===== src/rtl/fetch_unpacker_pkg.sv =====
// rtl/fetch_unpacker_pkg.sv - shared widths and fetch packet type for the fetch unpacker
package fetch_unpacker_pkg;

    localparam int FETCH_WIDTH  = 4;
    localparam int DECODE_WIDTH = 2;
    localparam int INST_WIDTH   = 32;
    localparam int PC_WIDTH     = 32;

    // Packet layout as stored in the fetch-queue FIFO
    typedef struct packed {
        logic [PC_WIDTH-1:0]                        pc;
        logic [FETCH_WIDTH-1:0][INST_WIDTH-1:0]     inst;
        logic [FETCH_WIDTH-1:0]                     mask;
    } fetch_pkt_t;

    function automatic int slot_bits(input int width);
        return (width > 1) ? $clog2(width) : 1;
    endfunction

endpackage


===== src/rtl/fetch_unpacker_mask_pick_first.sv =====
// rtl/fetch_unpacker_mask_pick_first.sv - selects the lowest DECODE_WIDTH set bits of a slot mask
module mask_pick_first
    import fetch_unpacker_pkg::*;
#(
    parameter int FETCH_WIDTH  = fetch_unpacker_pkg::FETCH_WIDTH,
    parameter int DECODE_WIDTH = fetch_unpacker_pkg::DECODE_WIDTH,
    parameter int SLOT_W       = slot_bits(FETCH_WIDTH)
) (
    input  logic [FETCH_WIDTH-1:0]          mask_i,
    output logic [DECODE_WIDTH*SLOT_W-1:0]  slot_idx_o,
    output logic [DECODE_WIDTH-1:0]         lane_valid_o,
    output logic [FETCH_WIDTH-1:0]          pick_o
);

    logic [FETCH_WIDTH-1:0] rem;
    logic                   found;

    // Each lane claims the lowest remaining set bit, so lanes fill contiguously from lane 0
    always_comb begin
        rem          = mask_i;
        slot_idx_o   = '0;
        lane_valid_o = '0;
        pick_o       = '0;
        found        = 1'b0;
        for (int k = 0; k < DECODE_WIDTH; k++) begin
            found = 1'b0;
            for (int s = 0; s < FETCH_WIDTH; s++) begin
                if (!found && rem[s]) begin
                    found                         = 1'b1;
                    slot_idx_o[k*SLOT_W +: SLOT_W] = SLOT_W'(s);
                    lane_valid_o[k]               = 1'b1;
                    pick_o[s]                     = 1'b1;
                    rem[s]                        = 1'b0;
                end
            end
        end
    end

endmodule


===== src/rtl/fetch_unpacker.sv =====
// rtl/fetch_unpacker.sv - splits fetch packets into decode groups; perf counters under FETCH_UNPACKER_PERF_EN
module fetch_unpacker
    import fetch_unpacker_pkg::*;
#(
    parameter int FETCH_WIDTH  = fetch_unpacker_pkg::FETCH_WIDTH,
    parameter int DECODE_WIDTH = fetch_unpacker_pkg::DECODE_WIDTH,
    parameter int INST_WIDTH   = fetch_unpacker_pkg::INST_WIDTH,
    parameter int PC_WIDTH     = fetch_unpacker_pkg::PC_WIDTH
) (
    input  logic                             clk,
    input  logic                             rst_n,
    input  logic                             flush,
    input  logic                             in_valid,
    output logic                             in_ready,
    input  logic [PC_WIDTH-1:0]              in_pc,
    input  logic [FETCH_WIDTH*INST_WIDTH-1:0] in_inst,
    input  logic [FETCH_WIDTH-1:0]           in_mask,
    output logic                             out_valid,
    input  logic                             out_ready,
    output logic [DECODE_WIDTH*INST_WIDTH-1:0] out_inst,
    output logic [DECODE_WIDTH*PC_WIDTH-1:0] out_pc,
    output logic [DECODE_WIDTH-1:0]          out_mask,
    output logic [31:0]                      perf_issue_cnt,
    output logic [31:0]                      perf_stall_cnt
);

    localparam int SLOT_W = slot_bits(FETCH_WIDTH);

    logic                              hold_valid_q, hold_valid_d;
    logic [PC_WIDTH-1:0]               hold_pc_q, hold_pc_d;
    logic [FETCH_WIDTH*INST_WIDTH-1:0] hold_inst_q, hold_inst_d;
    logic [FETCH_WIDTH-1:0]            hold_mask_q, hold_mask_d;

    logic [DECODE_WIDTH*SLOT_W-1:0]    slot_idx;
    logic [DECODE_WIDTH-1:0]           lane_valid;
    logic [FETCH_WIDTH-1:0]            pick;
    logic                              last;
    logic                              in_fire;
    logic                              out_fire;

    mask_pick_first #(
        .FETCH_WIDTH  (FETCH_WIDTH),
        .DECODE_WIDTH (DECODE_WIDTH),
        .SLOT_W       (SLOT_W)
    ) u_pick (
        .mask_i       (hold_mask_q),
        .slot_idx_o   (slot_idx),
        .lane_valid_o (lane_valid),
        .pick_o       (pick)
    );

    assign last      = (hold_mask_q & ~pick) == '0;
    assign out_valid = hold_valid_q & rst_n & !flush;
    assign out_fire  = out_valid & out_ready;
    // Accept the next packet in the same cycle the last group leaves, for full throughput
    assign in_ready  = rst_n & !flush & (!hold_valid_q | (out_fire & last));
    assign in_fire   = in_valid & in_ready;

    always_comb begin
        out_inst = '0;
        out_pc   = '0;
        out_mask = '0;
        if (out_valid) begin
            for (int k = 0; k < DECODE_WIDTH; k++) begin
                if (lane_valid[k]) begin
                    out_mask[k] = 1'b1;
                    out_pc[k*PC_WIDTH +: PC_WIDTH] =
                        hold_pc_q + (PC_WIDTH'(slot_idx[k*SLOT_W +: SLOT_W]) << 2);
                    for (int s = 0; s < FETCH_WIDTH; s++) begin
                        if (slot_idx[k*SLOT_W +: SLOT_W] == SLOT_W'(s)) begin
                            out_inst[k*INST_WIDTH +: INST_WIDTH] =
                                hold_inst_q[s*INST_WIDTH +: INST_WIDTH];
                        end
                    end
                end
            end
        end
    end

    always_comb begin
        hold_valid_d = hold_valid_q;
        hold_pc_d    = hold_pc_q;
        hold_inst_d  = hold_inst_q;
        hold_mask_d  = hold_mask_q;
        if (flush) begin
            hold_valid_d = 1'b0;
            hold_mask_d  = '0;
        end else if (in_fire) begin
            if (in_mask != '0) begin
                hold_valid_d = 1'b1;
                hold_pc_d    = in_pc;
                hold_inst_d  = in_inst;
                hold_mask_d  = in_mask;
            end else begin
                hold_valid_d = 1'b0;
                hold_mask_d  = '0;
            end
        end else if (out_fire && !last) begin
            hold_mask_d = hold_mask_q & ~pick;
        end else if (out_fire) begin
            hold_valid_d = 1'b0;
            hold_mask_d  = '0;
        end
    end

    always_ff @(posedge clk) begin
        if (!rst_n) begin
            hold_valid_q <= 1'b0;
            hold_pc_q    <= '0;
            hold_inst_q  <= '0;
            hold_mask_q  <= '0;
        end else begin
            hold_valid_q <= hold_valid_d;
            hold_pc_q    <= hold_pc_d;
            hold_inst_q  <= hold_inst_d;
            hold_mask_q  <= hold_mask_d;
        end
    end

`ifdef FETCH_UNPACKER_PERF_EN
    logic [31:0] issue_cnt_q;
    logic [31:0] stall_cnt_q;

    // Counters survive flush so they reflect whole-run activity
    always_ff @(posedge clk) begin
        if (!rst_n) begin
            issue_cnt_q <= '0;
            stall_cnt_q <= '0;
        end else begin
            if (out_fire) begin
                issue_cnt_q <= issue_cnt_q + 32'($countones(out_mask));
            end
            if (out_valid && !out_ready) begin
                stall_cnt_q <= stall_cnt_q + 32'd1;
            end
        end
    end

    assign perf_issue_cnt = issue_cnt_q;
    assign perf_stall_cnt = stall_cnt_q;
`else
    assign perf_issue_cnt = '0;
    assign perf_stall_cnt = '0;
`endif

endmodule


===== config.mk =====
export PLATFORM = sky130hd
export DESIGN_NAME = fetch_unpacker
export DESIGN_NICKNAME = d
export VERILOG_FILES = /design/src/rtl/fetch_unpacker_pkg.sv /design/src/rtl/fetch_unpacker_mask_pick_first.sv /design/src/rtl/fetch_unpacker.sv
export SDC_FILE = /design/constraint.sdc
export NUM_CORES = 1
export LEC_CHECK = 0
export ABC_CLOCK_PERIOD_IN_PS = 6200
export BUFFER_PORTS_ARGS = -buffer_cell sky130_fd_sc_hd__buf_2
export CAP_MARGIN = 30
export CORE_MARGIN = 10
export CORE_UTILIZATION = 55
export DETAILED_ROUTE_END_ITERATION = 8
export PLACE_DENSITY = 0.91
export SYNTH_ARGS = -nofsm -noshare
export SYNTH_HDL_FRONTEND = slang
export SYNTH_HIERARCHICAL = 1
export SYNTH_SLANG_ARGS = --single-unit

===== constraint.sdc =====
create_clock -name clk -period 6.2 [get_ports clk]
set_input_delay 1.24 -clock clk [delete_from_list [all_inputs] [get_ports clk]]
set_output_delay 1.24 -clock clk [all_outputs]
set_load 0.05 [all_outputs]

# Yosys cells after proc, flatten, opt, wreduce, memory -nomap -nowiden
# Index checks and enable logic that the tools add are counted.
# word_totals
register_bits	165
latchBits	0
ram_bits	0
rom_bits	0
in_bits	169
word_cells	95
mem_count	0
# classes
addsub	2
n_mul	0
div	0
order_cmp	0
n_eq_ne	7
shift	0
muxes	47
bitwise_logic	12
reduce_logical	23
# ops
operator	n
$mux 32	12
$mux 64	2
$add 32x4->32	2
$mux 1	24
$mux 4	4
$mux 2	5
$eq 2x2->1 const B	4
$logic_not 1->1	8
$and 1x1->1	7
$logic_and 1x1->1	6
$and 4x4->4	1
$eq 2x1->1 const B	2
$logic_not 2->1	2
$logic_not 4->1	1
$not 4->4	1
$reduce_bool 4->1	1
$reduce_and 3->1	1
$reduce_bool 3->1	1
$ne 2x2->1 const B	1
$not 1->1	2
$reduce_and 2->1	1
$reduce_bool 2->1	1
$reduce_or 2->1	1
$or 1x1->1	1

# Depth between registers and ports, before layout
# Gate-level depths: netlist (run 1).
# depth
ltp_word	21
depth_mapped	11
mapped_depth_nobuf	8

# By module
# The synthesis (run 1) kept the hierarchy.
# by_module_without_submodules
mod	n_inst	cells_per_inst	area_each_um2	seq_area_each_um2
fetch_unpacker	1	1162	10353.7	3303.2
mask_pick_first	1	25	163.9	0.0

# Worst setup path after synthesis (run 1)
# OpenSTA, ideal clock, no wires.
# synth_timing
kind	input port to output port
from	input port rst_n
to	output port out_pc[16]
t_arrival_ns	3.848
t_required_ns	4.960
path_slack_ns	1.112
cell_stages	6
n_path_buf	2
cell_sequence	clkbuf_1 > nor2b_1 > and2_1 > nand2_1 > clkbuf_1 > a311oi_1
# synth_between
elab_chain_len	3
# synth_rtl
item	line	source
from (decl)	fetch_unpacker.sv:11	input logic rst_n,
$and 1x1->1 (2 in series)	fetch_unpacker.sv:53	assign out_valid = hold_valid_q & rst_n & !flush;
via out_valid	fetch_unpacker.sv:18	output logic out_valid,
$mux 64	fetch_unpacker.sv:63	if (out_valid) begin
to (decl)	fetch_unpacker.sv:21	output logic [DECODE_WIDTH*PC_WIDTH-1:0] out_pc,
# The timed path passes the listed nets, and every way through them passes these cells.

# Worst setup path after layout (run 1)
# layout_timing
from	register hold_mask_q[2]
to	output port out_pc[11]
# layout_between
elab_chain_len	8
elab_cells_between_ends	10
cone_classes	add/sub (1); mux (6); reduce/logical (3)
# layout_rtl
item	line	source
from (decl)	fetch_unpacker.sv:32	logic [FETCH_WIDTH-1:0] hold_mask_q, hold_mask_d;
from (signal assigned)	fetch_unpacker.sv:116	hold_mask_q <= hold_mask_d;
$logic_and 1x1->1 (*)	fetch_unpacker_mask_pick_first.sv:28	if (!found && rem[s]) begin
$mux 1	fetch_unpacker_mask_pick_first.sv:28	
$logic_not 1->1	fetch_unpacker_mask_pick_first.sv:28	
$logic_and 1x1->1	fetch_unpacker_mask_pick_first.sv:28	
$mux 2 (*)	fetch_unpacker_mask_pick_first.sv:28	
via slot_idx[1]	fetch_unpacker.sv:34	logic [DECODE_WIDTH*SLOT_W-1:0] slot_idx;
$add 32x4->32 (*)	fetch_unpacker.sv:68	hold_pc_q + (PC_WIDTH'(slot_idx[k*SLOT_W +: SLOT_W]) << 2);
$mux 32 (*)	fetch_unpacker.sv:65	if (lane_valid[k]) begin
$mux 64 (*)	fetch_unpacker.sv:63	
# The timed path passes the listed nets; every way through them passes the cells marked *.

==> results of run 1 <==
[state kept, by name, indices dropped and copies added, names as in the netlist]
name / count
hold_valid_q: 1
hold_mask_q: 4
hold_inst_q: 128
hold_pc_q: 32
[synthesized netlist by cell type, types with 2 or more instances]
cell type | n | area (um^2)
a211oi_2 | 2 | 25.0
a21o_1 | 2 | 15.0
a21oi_1 | 12 | 60.1
a22o_1 | 3 | 26.3
a311oi_1 | 2 | 17.5
and2_1 | 76 | 475
and3_1 | 4 | 25.0
and4_1 | 7 | 61.3
buf_1 | 4 | 15.0
buf_2 | 18 | 90.1
buf_4 | 66 | 495
buf_6 | 12 | 135
clkbuf_1 | 47 | 176
dfxtp_1 | 165 | 3300
fa_1 | 2 | 40.0
ha_1 | 4 | 50.1
inv_1 | 169 | 634
mux2i_1 | 161 | 1610
mux4_2 | 64 | 1440
nand2_1 | 181 | 679
nand2b_1 | 2 | 12.5
nand3_1 | 22 | 110
nand3b_1 | 2 | 15.0
nand4_1 | 17 | 106
nor2_1 | 56 | 210
nor3_1 | 5 | 25.0
o21ai_0 | 11 | 55.1
or3_1 | 6 | 37.5
xnor2_1 | 15 | 131
xor2_1 | 33 | 289
[through the flow]
| step | worst slack [ns] | hold WS, ns | instances |
|---|---|---|---|
| after floorplan | 1.11 | 0.442 | 1250 |
| after global placement | 1.45 | 0.451 | 1646 |
| after detailed placement | 1.56 | 0.464 | 1648 |
| after CTS | 1.23 | 0.474 | 1680 |
| after global routing | 1.00 | 0.494 | 1680 |
| final | 1.15 | 0.467 | 1681 |
[worst register-to-register path, delay by kind of cell (launching register included)]
kind,cells,cell delay [ns]
DFF,1,0.71
AOI/OAI and AO/OA,2,0.20
muxes,1,0.58
and+or+nand+nor,4,1.31
buffers and inverters,1,0.59
[path summary, 6_finish.rpt]
check | end
max reg2reg | hold_inst_q[14]
max | out_pc[11]
min reg2reg | hold_inst_q[95]
min | hold_inst_q[95]
[area by class of cell]
| type | instances | area [um^2] |
|---|---|---|
| multi-input combinational | 769 | 5930 |
| clock inverter | 14 | 178 |
| antenna | 1 | 2.50 |
| clock buffer | 18 | 429 |
| tap | 234 | 293 |
| fill | 1462 | 6360 |
| inverter | 169 | 634 |
| timing repair buffer | 311 | 1640 |
| sequential | 165 | 3300 |
[layer usage]
metal	global-route usage, %	up-vias
met5	0	-
met4	9.09	4
met1	25.9	4162
met2	42.1	461
met3	7.85	64
li1	-	4238
[power breakdown]
group          internal (mW)  switching, mW  leakage (nW)
clock network          0.582          0.497         0.294
logic                  0.156          0.236          5.18
registers               1.12         0.0618          1.35
[kinds of logic after synthesis]
kind of cell	after synthesis	share of synthesized area, %
flip-flops	165	31.4
other	1	0.0357
adder cells (fa/ha/maj)	6	0.857
buffers and inverters	316	14.7
XOR/XNOR	48	4.00
multiplexers	225	29.0
AND/OR/NAND/NOR	388	17.6
AO/OA/AOI/OAI	38	2.42
==> flow_summary.yaml, run 1 <==
cts:
  cts.path.max_buffers: 2
  insertion_delay_ns: 0.42
  holdBufCountCts: 0
  cts_sinks: 165
  cts_tree: "yes"
  ctsHtreeMaxLevel: 4
  ctsRootBufferMaster: "clkbuf_16"
  clkTransAtPathRegs_ns: 0.07
  cts-resized-gates: 0
  postCtsSetupBuffers: 0
  cts_inserted_buffers: 17
placement:
  globalplace.congestion: 0.900
  portBuffers: 300
  dp_hpwl_um: 23400
  place_area_um2: 11800
pwr:
  total_leakage_power_nw: 6.82
  powerDensity_nw_per_um2: 214
  totalPowerFinal_mw: 2.65
  peakVddDrop_mv: 0.172
timing:
  slew_headroom_pct: 22.7
  post-route-min-period_ns: 5.05
  tightest_slew_ns: 1.15
  fin_crit_sh_pct: 81.5
  tns_ns: 0
  finalClockSkew_ns: 0.00954
  fmax_ghz: 0.198
  finalHoldViolations: 0
  rsz0062_at_grt: "no"
  setup-violations-final: 0
  final_max_slew_viol_count: 0
critical_path:
  cp-startpoint: "hold_mask_q[2]"
  reg2reg_from: "hold_mask_q[0]"
  cp_num_cells: 10
  required_ns: 4.96
  reg2reg_depth: 8
  cp.arrival_ns: 3.81
  endpoint_kind: "primary output"
  critical_path.max_fanout: 34
  slowest_stage: "nor3_1"
  critical_path.startpoint_type: "register"
  cp_cell_sequence: "nor2_2 > nor3_2 > buf_4 > ha_1 > a21oi_1 > nor3_1 > nand3_1 > xor2_1 > nor2_1 > buf_2"
  crit_family: "simple AND/OR/NAND/NOR gates"
  critPathKind: "register to primary output"
  crit_path_max_incr_delay_ns: 0.88
  regToRegSetupSlack_ns: 2.71
  crit_buf_inv: 2
finish:
  area_growth_syn_to_layout_pct: 18.0
  drive_gt1_share_pct: 28.7
  fin_area_um2: 12400
  postLayoutCoreUtil_pct: 66.1
  final_common_cell: "buf_2"
  final_cell_mix: "299 x buf_2, 181 x nand2_1, 169 x inv_1"
  layout.nets: 1608
drt:
  route.detailed.drc: 0
  top_layer: "met5"
  first_pass_iters: 4
  ant_nets: 0
  wirelength_um: 31300
  viasPerCell: 5.31
  drtIter0Drc: 497
  wl_met2_um: 15800
  wl_met3_um: 3130
  vias: 8929
  wl_met1_um: 11500
  wl_per_cell_um: 18.6
worst_hold_path:
  hold_path_startpoint: "hold_inst_q[95]"
  min_path_type: "register to register"
  min_path_cells: 2
floorplanning:
  rows: 50
  die_x_um: 158
  pin_count: 365
  dieArea_um2: 25100
  start_util_pct: 56.0
  die_h_um: 158
  fp.coreArea_um2: 18800
synth:
  syn-cell-area_um2: 10500
  yosys_warnings: 6
  synth_edf_count: 0
  ys_seq_area_share_pct: 31.4
  synth_ff_type: "dfxtp_1"
  avgSynthCellArea_um2: 8.86
  synth_seq_cells: 165
  async_reset_ff_share_pct: 0
  synthCells: 1187
  synth.distinct_cells: 47
grt:
  grt_pass1_vias: 9123
  antenna_found_initial: 4
  grt_use_total_pct: 23.8
  grt_max_degree: 112
  grt_pass1_wl_um: 47400
  grt.overflow.total: 0
run_status:
  status: "finished, final reports clean"
run:
  maxCapViolCount: 0
Power figures use the tool's default switching activity.
==> inputs of run 2 (changes only) <==
--- a/config.mk
+++ b/config.mk
@@ -5,13 +5,14 @@
 export SDC_FILE = /design/constraint.sdc
 export NUM_CORES = 1
 export LEC_CHECK = 0
-export ABC_CLOCK_PERIOD_IN_PS = 6200
+export ABC_AREA = 1
+export ABC_CLOCK_PERIOD_IN_PS = 4700
 export BUFFER_PORTS_ARGS = -buffer_cell sky130_fd_sc_hd__buf_2
 export CAP_MARGIN = 30
 export CORE_MARGIN = 10
-export CORE_UTILIZATION = 55
+export CORE_UTILIZATION = 51
 export DETAILED_ROUTE_END_ITERATION = 8
-export PLACE_DENSITY = 0.91
+export PLACE_DENSITY = 0.85
 export SYNTH_ARGS = -nofsm -noshare
 export SYNTH_HDL_FRONTEND = slang
 export SYNTH_HIERARCHICAL = 1
==> constraint.sdc (replaced) <==
create_clock -name clk -period 4.7 [get_ports clk]
set_input_delay 0.94 -clock clk [delete_from_list [all_inputs] [get_ports clk]]
set_output_delay 0.94 -clock clk [all_outputs]
set_load 0.05 [all_outputs]
==> run 2 against run 1 <==
Clock skew rose by 0.00081 ns. Utilization fell by 4.1 points. Non-clock buffer count up 13. Via count grew 35%. Critical endpoint is now out_pc[54]. Largest power group unchanged.
==> flow_summary.yaml, run 2 <==
run_status:
  status: "finished, final reports clean"
cts:
  cts_sinks: 165
  cts_tree: "yes"
  clkTransAtPathRegs_ns: 0.08
  cts_inserted_buffers: 17
  ctsHtreeMaxLevel: 4
  insertion_delay_ns: 0.44
  ctsRootBufferMaster: "clkbuf_16"
  cts.path.max_buffers: 2
synth:
  synth.most_common_cell: "nand2_1"
  netlist.top_cell.by_area: "dfxtp_1"
  ys_seq_area_share_pct: 31.4
  synth_seq_cells: 165
  synthTopCellsByCount: "441 x nand2_1, 419 x nor2_1, 238 x inv_1, 165 x dfxtp_1, 75 x o21ai_0"
  avgSynthCellArea_um2: 5.96
  syn-cell-area_um2: 10500
  synth.distinct_cells: 30
  async_reset_ff_share_pct: 0
  yosysTopAreaCellShare_pct: 31.4
  yosys_warnings: 6
  synth_edf_count: 0
  synth.area.top_cells: "dfxtp_1 31%, nand2_1 16%, nor2_1 15%, inv_1 8.5%, o221ai_1 5.3%"
  synthCells: 1767
  synth_ff_type: "dfxtp_1"
finish:
  final_common_cell: "nand2_1"
  ff_latch_area_um2: 3300
  fill_cells: 1978
  multi_input_area_um2: 5700
  postLayoutCoreUtil_pct: 62.0
  area_growth_syn_to_layout_pct: 19.6
  largest_reg_flops: 128
  top_regs: "hold_inst_q (128), hold_pc_q (32), hold_mask_q (4)"
  layout.nets: 2187
  drive_gt1_share_pct: 18.3
  top_register: "hold_inst_q"
  final_cell_mix: "439 x nand2_1, 418 x nor2_1, 298 x buf_2"
worst_hold_path:
  min_path_type: "register to register"
timing:
  final_max_slew_viol_count: 0
  fmax_ghz: 0.230
  finalClockSkew_ns: 0.0103
  tns_ns: 0
  post-route-min-period_ns: 4.34
  finalWorstSetupSlack_ns: 0.360
  rsz0062_at_grt: "no"
  holdWs_ns: 0.521
  setup-violations-final: 0
  fin_crit_sh_pct: 92.3
  tightest_slew_ns: 0.999
  slew_headroom_pct: 33.4
  finalHoldViolations: 0
critical_path:
  crit_family: "simple AND/OR/NAND/NOR gates"
  critPathKind: "register to primary output"
  crit_path_max_incr_delay_ns: 0.46
  crit_buf_inv: 3
  slowest_stage: "dfxtp_1"
  critical_path.max_fanout: 7
  regToRegSetupSlack_ns: 1.74
  path_common_cell: "nand2_1"
  required_ns: 3.76
  critical_path.startpoint_type: "register"
  cp_cell_sequence: "nor2_2 > nand2_1 > nand2_2 > o21ai_2 > ha_1 > fa_1 > inv_1 > nor2_1 > nand2_1 > nor2_1 > nand2_1 > inv_1 > nand3_1 > a21oi_1 > buf_2"
  endpoint_kind: "primary output"
  cp.arrival_ns: 3.40
grt:
  grt_use_total_pct: 27.4
  grt_pass1_wl_um: 59600
  grt.overflow.total: 0
  grt_pass1_vias: 11300
  grt_max_degree: 94
  antenna_found_initial: 6
drt:
  route.detailed.drc: 0
  wl_per_cell_um: 16.7
  first_pass_iters: 6
  wirelength_um: 38400
  vias: 12100
  viasPerCell: 5.25
  drtIter0Drc: 1348
  ant_nets: 0
placement:
  globalplace.congestion: 0.987
  post-place-ws_ns: 0.664
  dp_hpwl_um: 27900
  portBuffers: 300
floorplanning:
  die_x_um: 164
  start_util_pct: 51.8
  pin_count: 365
  rows: 52
  die_h_um: 164
  fp.coreArea_um2: 20300
  dieArea_um2: 26800
pwr:
  peakVddDrop_mv: 0.256
  powerDensity_nw_per_um2: 276
  total_leakage_power_nw: 6.83
run:
  maxCapViolCount: 0
run 2: cell types whose count changed in the layout (fill, tap and decap cells not counted), moves of 49 or more:
cell,previous run,this run
mux4_2,64,0
mux2i_1,161,0
and2_1,76,1
o221ai_1,0,64
o21ai_0,11,75
nand2_1,181,439
a21oi_1,11,60
inv_1,169,238
nor2_1,56,418
run 2: repair_timing:
action / 4_1_cts / 5_1_grt
setup endpoints to repair: 0 / 5
resized for setup: 0 / 3
hold buffers: 0 / 0
setup buffers: 0 / 0
run 2: worst paths after layout:
kind                        start              end  cells past startpoint
setup / recovery   hold_mask_q[0]       out_pc[54]                     15
hold / removal    hold_inst_q[73]  hold_inst_q[73]                      4
setup reg to reg   hold_mask_q[0]    hold_pc_q[21]                     13
hold reg to reg   hold_inst_q[73]  hold_inst_q[73]                      4
run 2: cell families after synthesis:
logic type / synth area share (%)
adder cells (fa/ha/maj): 0.856
AND/OR/NAND/NOR: 34.4
AO/OA/AOI/OAI: 16.3
flip-flops: 31.4
buffers and inverters: 17.0
other: 0.0356
run 2: final cells by class:
type                            instances  share of cell area (%)
Multi-Input combinational cell       1265                    45.3
Sequential cell                       165                    26.2
Timing Repair Buffer                  324                    13.8
Inverter                              239                    7.13
Clock buffer                           17                    3.38
Tap cell                              270                    2.68
Clock inverter                         15                    1.41
Antenna cell                            5                  0.0994
run 2: tightest hold or removal path, delay by kind of cell (launching register included):
kind | cells | cell delay [ns]
buffers and inverters | 1 | 0.05
flip-flops | 1 | 0.32
AND/OR/NAND/NOR | 3 | 0.12
run 2: power breakdown:
group	switching (mW)	internal (mW)	total [mW]
clock network	0.715	0.725	1.44
logic	0.353	0.150	0.503
registers	0.0546	1.47	1.53
total	1.12	2.35	3.47
run 2: metrics by stage:
stage                     power, mW  instances  area [um^2]
final                          3.47       2300        12600
after detailed placement       2.05       2263        12000
after global routing           3.61       2299        12600
after global placement         2.04       2263        12000
after floorplan                1.94       1830        10800
after CTS                      3.47       2295        12600
run 2: layer usage:
metal  routed length (um)  track usage (%)  up-vias
li1                     -                -     5910
met1                14800             33.5     5338
met2                17700             43.8      722
met3                 4380             7.55      110
met4                 1550             13.0        2
met5                    7                0        -
==> inputs of run 3 (changes only) <==
--- a/config.mk
+++ b/config.mk
@@ -15,5 +15,4 @@
 export PLACE_DENSITY = 0.85
 export SYNTH_ARGS = -nofsm -noshare
 export SYNTH_HDL_FRONTEND = slang
-export SYNTH_HIERARCHICAL = 1
 export SYNTH_SLANG_ARGS = --single-unit
==> run 3 against run 2 <==
Count of clock-buffer cells in the layout did not move. Sequential power barely moved. Cell count grew 2.8%. Critical endpoint is now out_pc[50]. Fmax shrank 3.3%. Setup slack worse by 0.15 ns. Register-to-register slack improved by 0.02 ns. Synthesized cell count increased by 3.8%. Sequential share of layout area barely moved. Hold slack worse by 0.011 ns. Clock skew up 0.0019 ns. Clock power barely moved. Largest power group unchanged.
==> flow_summary.yaml, run 3 <==
run_status:
  status: "finished, final reports clean"
grt:
  grt_pass1_wl_um: 58200
  use_met2_pct: 43.0
  grt_pass1_vias: 11200
  busiest_layer: "met2"
  met3_usage_pct: 7.43
  grt.overflow.total: 0
  grt_use_total_pct: 26.7
  grtUsageMet1_pct: 32.5
  antenna_found_initial: 5
  grt_max_degree: 111
finish:
  top_register: "hold_inst_q"
  top_regs: "hold_inst_q (128), hold_pc_q (32), hold_mask_q (4)"
  final_cell_mix: "481 x nand2_1, 410 x nor2_1, 298 x buf_2"
  final_common_cell: "nand2_1"
  area_growth_syn_to_layout_pct: 19.0
  postLayoutCoreUtil_pct: 61.9
  largest_reg_flops: 128
  fill_cells: 1971
  drive_gt1_share_pct: 18.3
  layout.nets: 2251
pwr:
  total_leakage_power_nw: 6.84
  powerDensity_nw_per_um2: 278
  totalPowerFinal_mw: 3.50
  peakVddDrop_mv: 0.245
synth:
  synthCells: 1834
  yosys_warnings: 0
  synth_seq_cells: 165
  synth.distinct_cells: 36
  avgSynthCellArea_um2: 5.78
  ys_seq_area_share_pct: 31.2
  synth_edf_count: 0
  yosysTopAreaCellShare_pct: 31.2
  netlist.top_cell.by_area: "dfxtp_1"
  synth.area.top_cells: "dfxtp_1 31%, nand2_1 17%, nor2_1 15%, o21ai_0 7.3%, inv_1 7.2%"
  synth.most_common_cell: "nand2_1"
  syn-cell-area_um2: 10600
  synth_ff_type: "dfxtp_1"
  async_reset_ff_share_pct: 0
  synthTopCellsByCount: "481 x nand2_1, 414 x nor2_1, 203 x inv_1, 165 x dfxtp_1, 154 x o21ai_0"
timing:
  final_max_slew_viol_count: 0
  finalHoldViolations: 0
  finalClockSkew_ns: 0.0122
  fmax_ghz: 0.223
  slew_headroom_pct: 31.3
  post-route-min-period_ns: 4.49
  tns_ns: 0
  tightest_slew_ns: 1.03
  setup-violations-final: 0
  fin_crit_sh_pct: 95.5
  holdWs_ns: 0.509
critical_path:
  crit_buf_inv: 6
  critical_path.startpoint_type: "register"
  crit_path_max_incr_delay_ns: 0.43
  critPathKind: "register to primary output"
  path_common_cell: "inv_1"
  required_ns: 3.76
  slowest_stage: "dfxtp_1"
  cp.arrival_ns: 3.55
  cp_cell_sequence: "inv_1 > a21oi_4 > inv_1 > nor2_4 > inv_2 > nand2_1 > ha_1 > inv_1 > fa_1 > nor2_2 > nand2_1 > nor2_4 > inv_1 > nor2_1 > o21ai_0 > a21oi_1 > clkbuf_4"
  critical_path.max_fanout: 6
  endpoint_kind: "primary output"
  crit_family: "simple AND/OR/NAND/NOR gates"
placement:
  portBuffers: 300
  dp_hpwl_um: 27900
  globalplace.congestion: 0.984
drt:
  wl_per_cell_um: 16.1
  viasPerCell: 5.01
  route.detailed.drc: 0
  wirelength_um: 38100
  vias: 11900
  ant_nets: 0
  drtIter0Drc: 1073
  first_pass_iters: 5
cts:
  ctsHtreeMaxLevel: 4
  cts_tree: "yes"
  holdBufCountCts: 0
  cts_sinks: 165
  cts_inserted_buffers: 17
  clkTransAtPathRegs_ns: 0.07
  ctsRootBufferMaster: "clkbuf_16"
  cts.path.max_buffers: 2
  insertion_delay_ns: 0.44
run:
  maxCapViolCount: 0
floorplanning:
  die_h_um: 164
  die_x_um: 164
  pin_count: 365
  dieArea_um2: 27000
  start_util_pct: 52.1
  fp.coreArea_um2: 20400
  rows: 52
worst_hold_path:
  min_path_type: "register to register"
==> run 3: cell types whose count changed after synthesis, moves of 31 or more <==
cell      previous run  this run
o21ai_0             75       154
o221ai_1            64         0
a21oi_1             62       115
nand2_1            441       481
inv_1              238       203
o211ai_1            34         0
o22ai_1              0        31
==> run 3: path summary, 6_finish.rpt <==
kind | from | endpoint | slack, ns | depth (start not counted)
setup reg to reg | hold_mask_q[1] | hold_inst_q[6] | 1.76 | 12
hold reg to reg | hold_inst_q[31] | hold_inst_q[31] | 0.51 | 4
hold / removal | hold_inst_q[31] | hold_inst_q[31] | 0.51 | 4
setup / recovery | hold_mask_q[2] | out_pc[50] | 0.21 | 17
==> run 3: power breakdown <==
part / total (mW) / leakage [nW] / switching [mW] / internal [mW]
registers: 1.53 / 1.35 / 0.0563 / 1.47
clock network: 1.47 / 0.295 / 0.659 / 0.810
logic: 0.505 / 5.19 / 0.356 / 0.149
total: 3.50 / 6.84 / 1.07 / 2.43
==> run 3: what timing repair did <==
item | in CTS | in global routing
endpoints found under the hold margin | 0 | 0
buffers inserted | 0 | 0
endpoints found under the setup margin | 3 | 9
resized for setup | 2 | 7
==> run 3: worst reg2reg max path, delay by kind of cell (launching register included) <==
| family | cells | cell delay (ns) |
|---|---|---|
| DFF | 1 | 0.36 |
| and+or+nand+nor | 9 | 1.58 |
| buffers and inverters | 3 | 0.90 |
==> run 3: layout make-up <==
class                           instances  area, um^2  area share [%]
Multi-Input combinational cell       1360        5840            46.3
Sequential cell                       165        3300            26.2
Timing Repair Buffer                  324        1720            13.7
Inverter                              208         781            6.19
Clock buffer                           17         425            3.37
Tap cell                              270         338            2.68
Clock inverter                         15         189            1.50
Antenna cell                            5        12.5          0.0992
==> run 3: through the flow <==
step                cells  instance area, um^2  worst slack, ns
floorplan            1897                10800            0.109
global placement     2326                11900            0.494
detailed placement   2327                12000            0.399
CTS                  2359                12600           0.0316
global route         2362                12600         -0.00900
finish               2364                12600            0.213
==> run 3: routing by layer <==
metal,share of wire (%),up-vias
met3,10,69
met4,3.0,2
met1,41,5245
met2,46,513
met5,0.018,-
li1,-,6025
==> run 3: cell families after synthesis <==
group                      synth area share, %
and+or+nand+nor                           36.0
xor gates and xnor gates                 0.165
buffers and inverters                     16.4
other                                   0.0354
DFF                                       31.2
AOI/OAI and AO/OA                         15.3
adders and majority gates                0.850
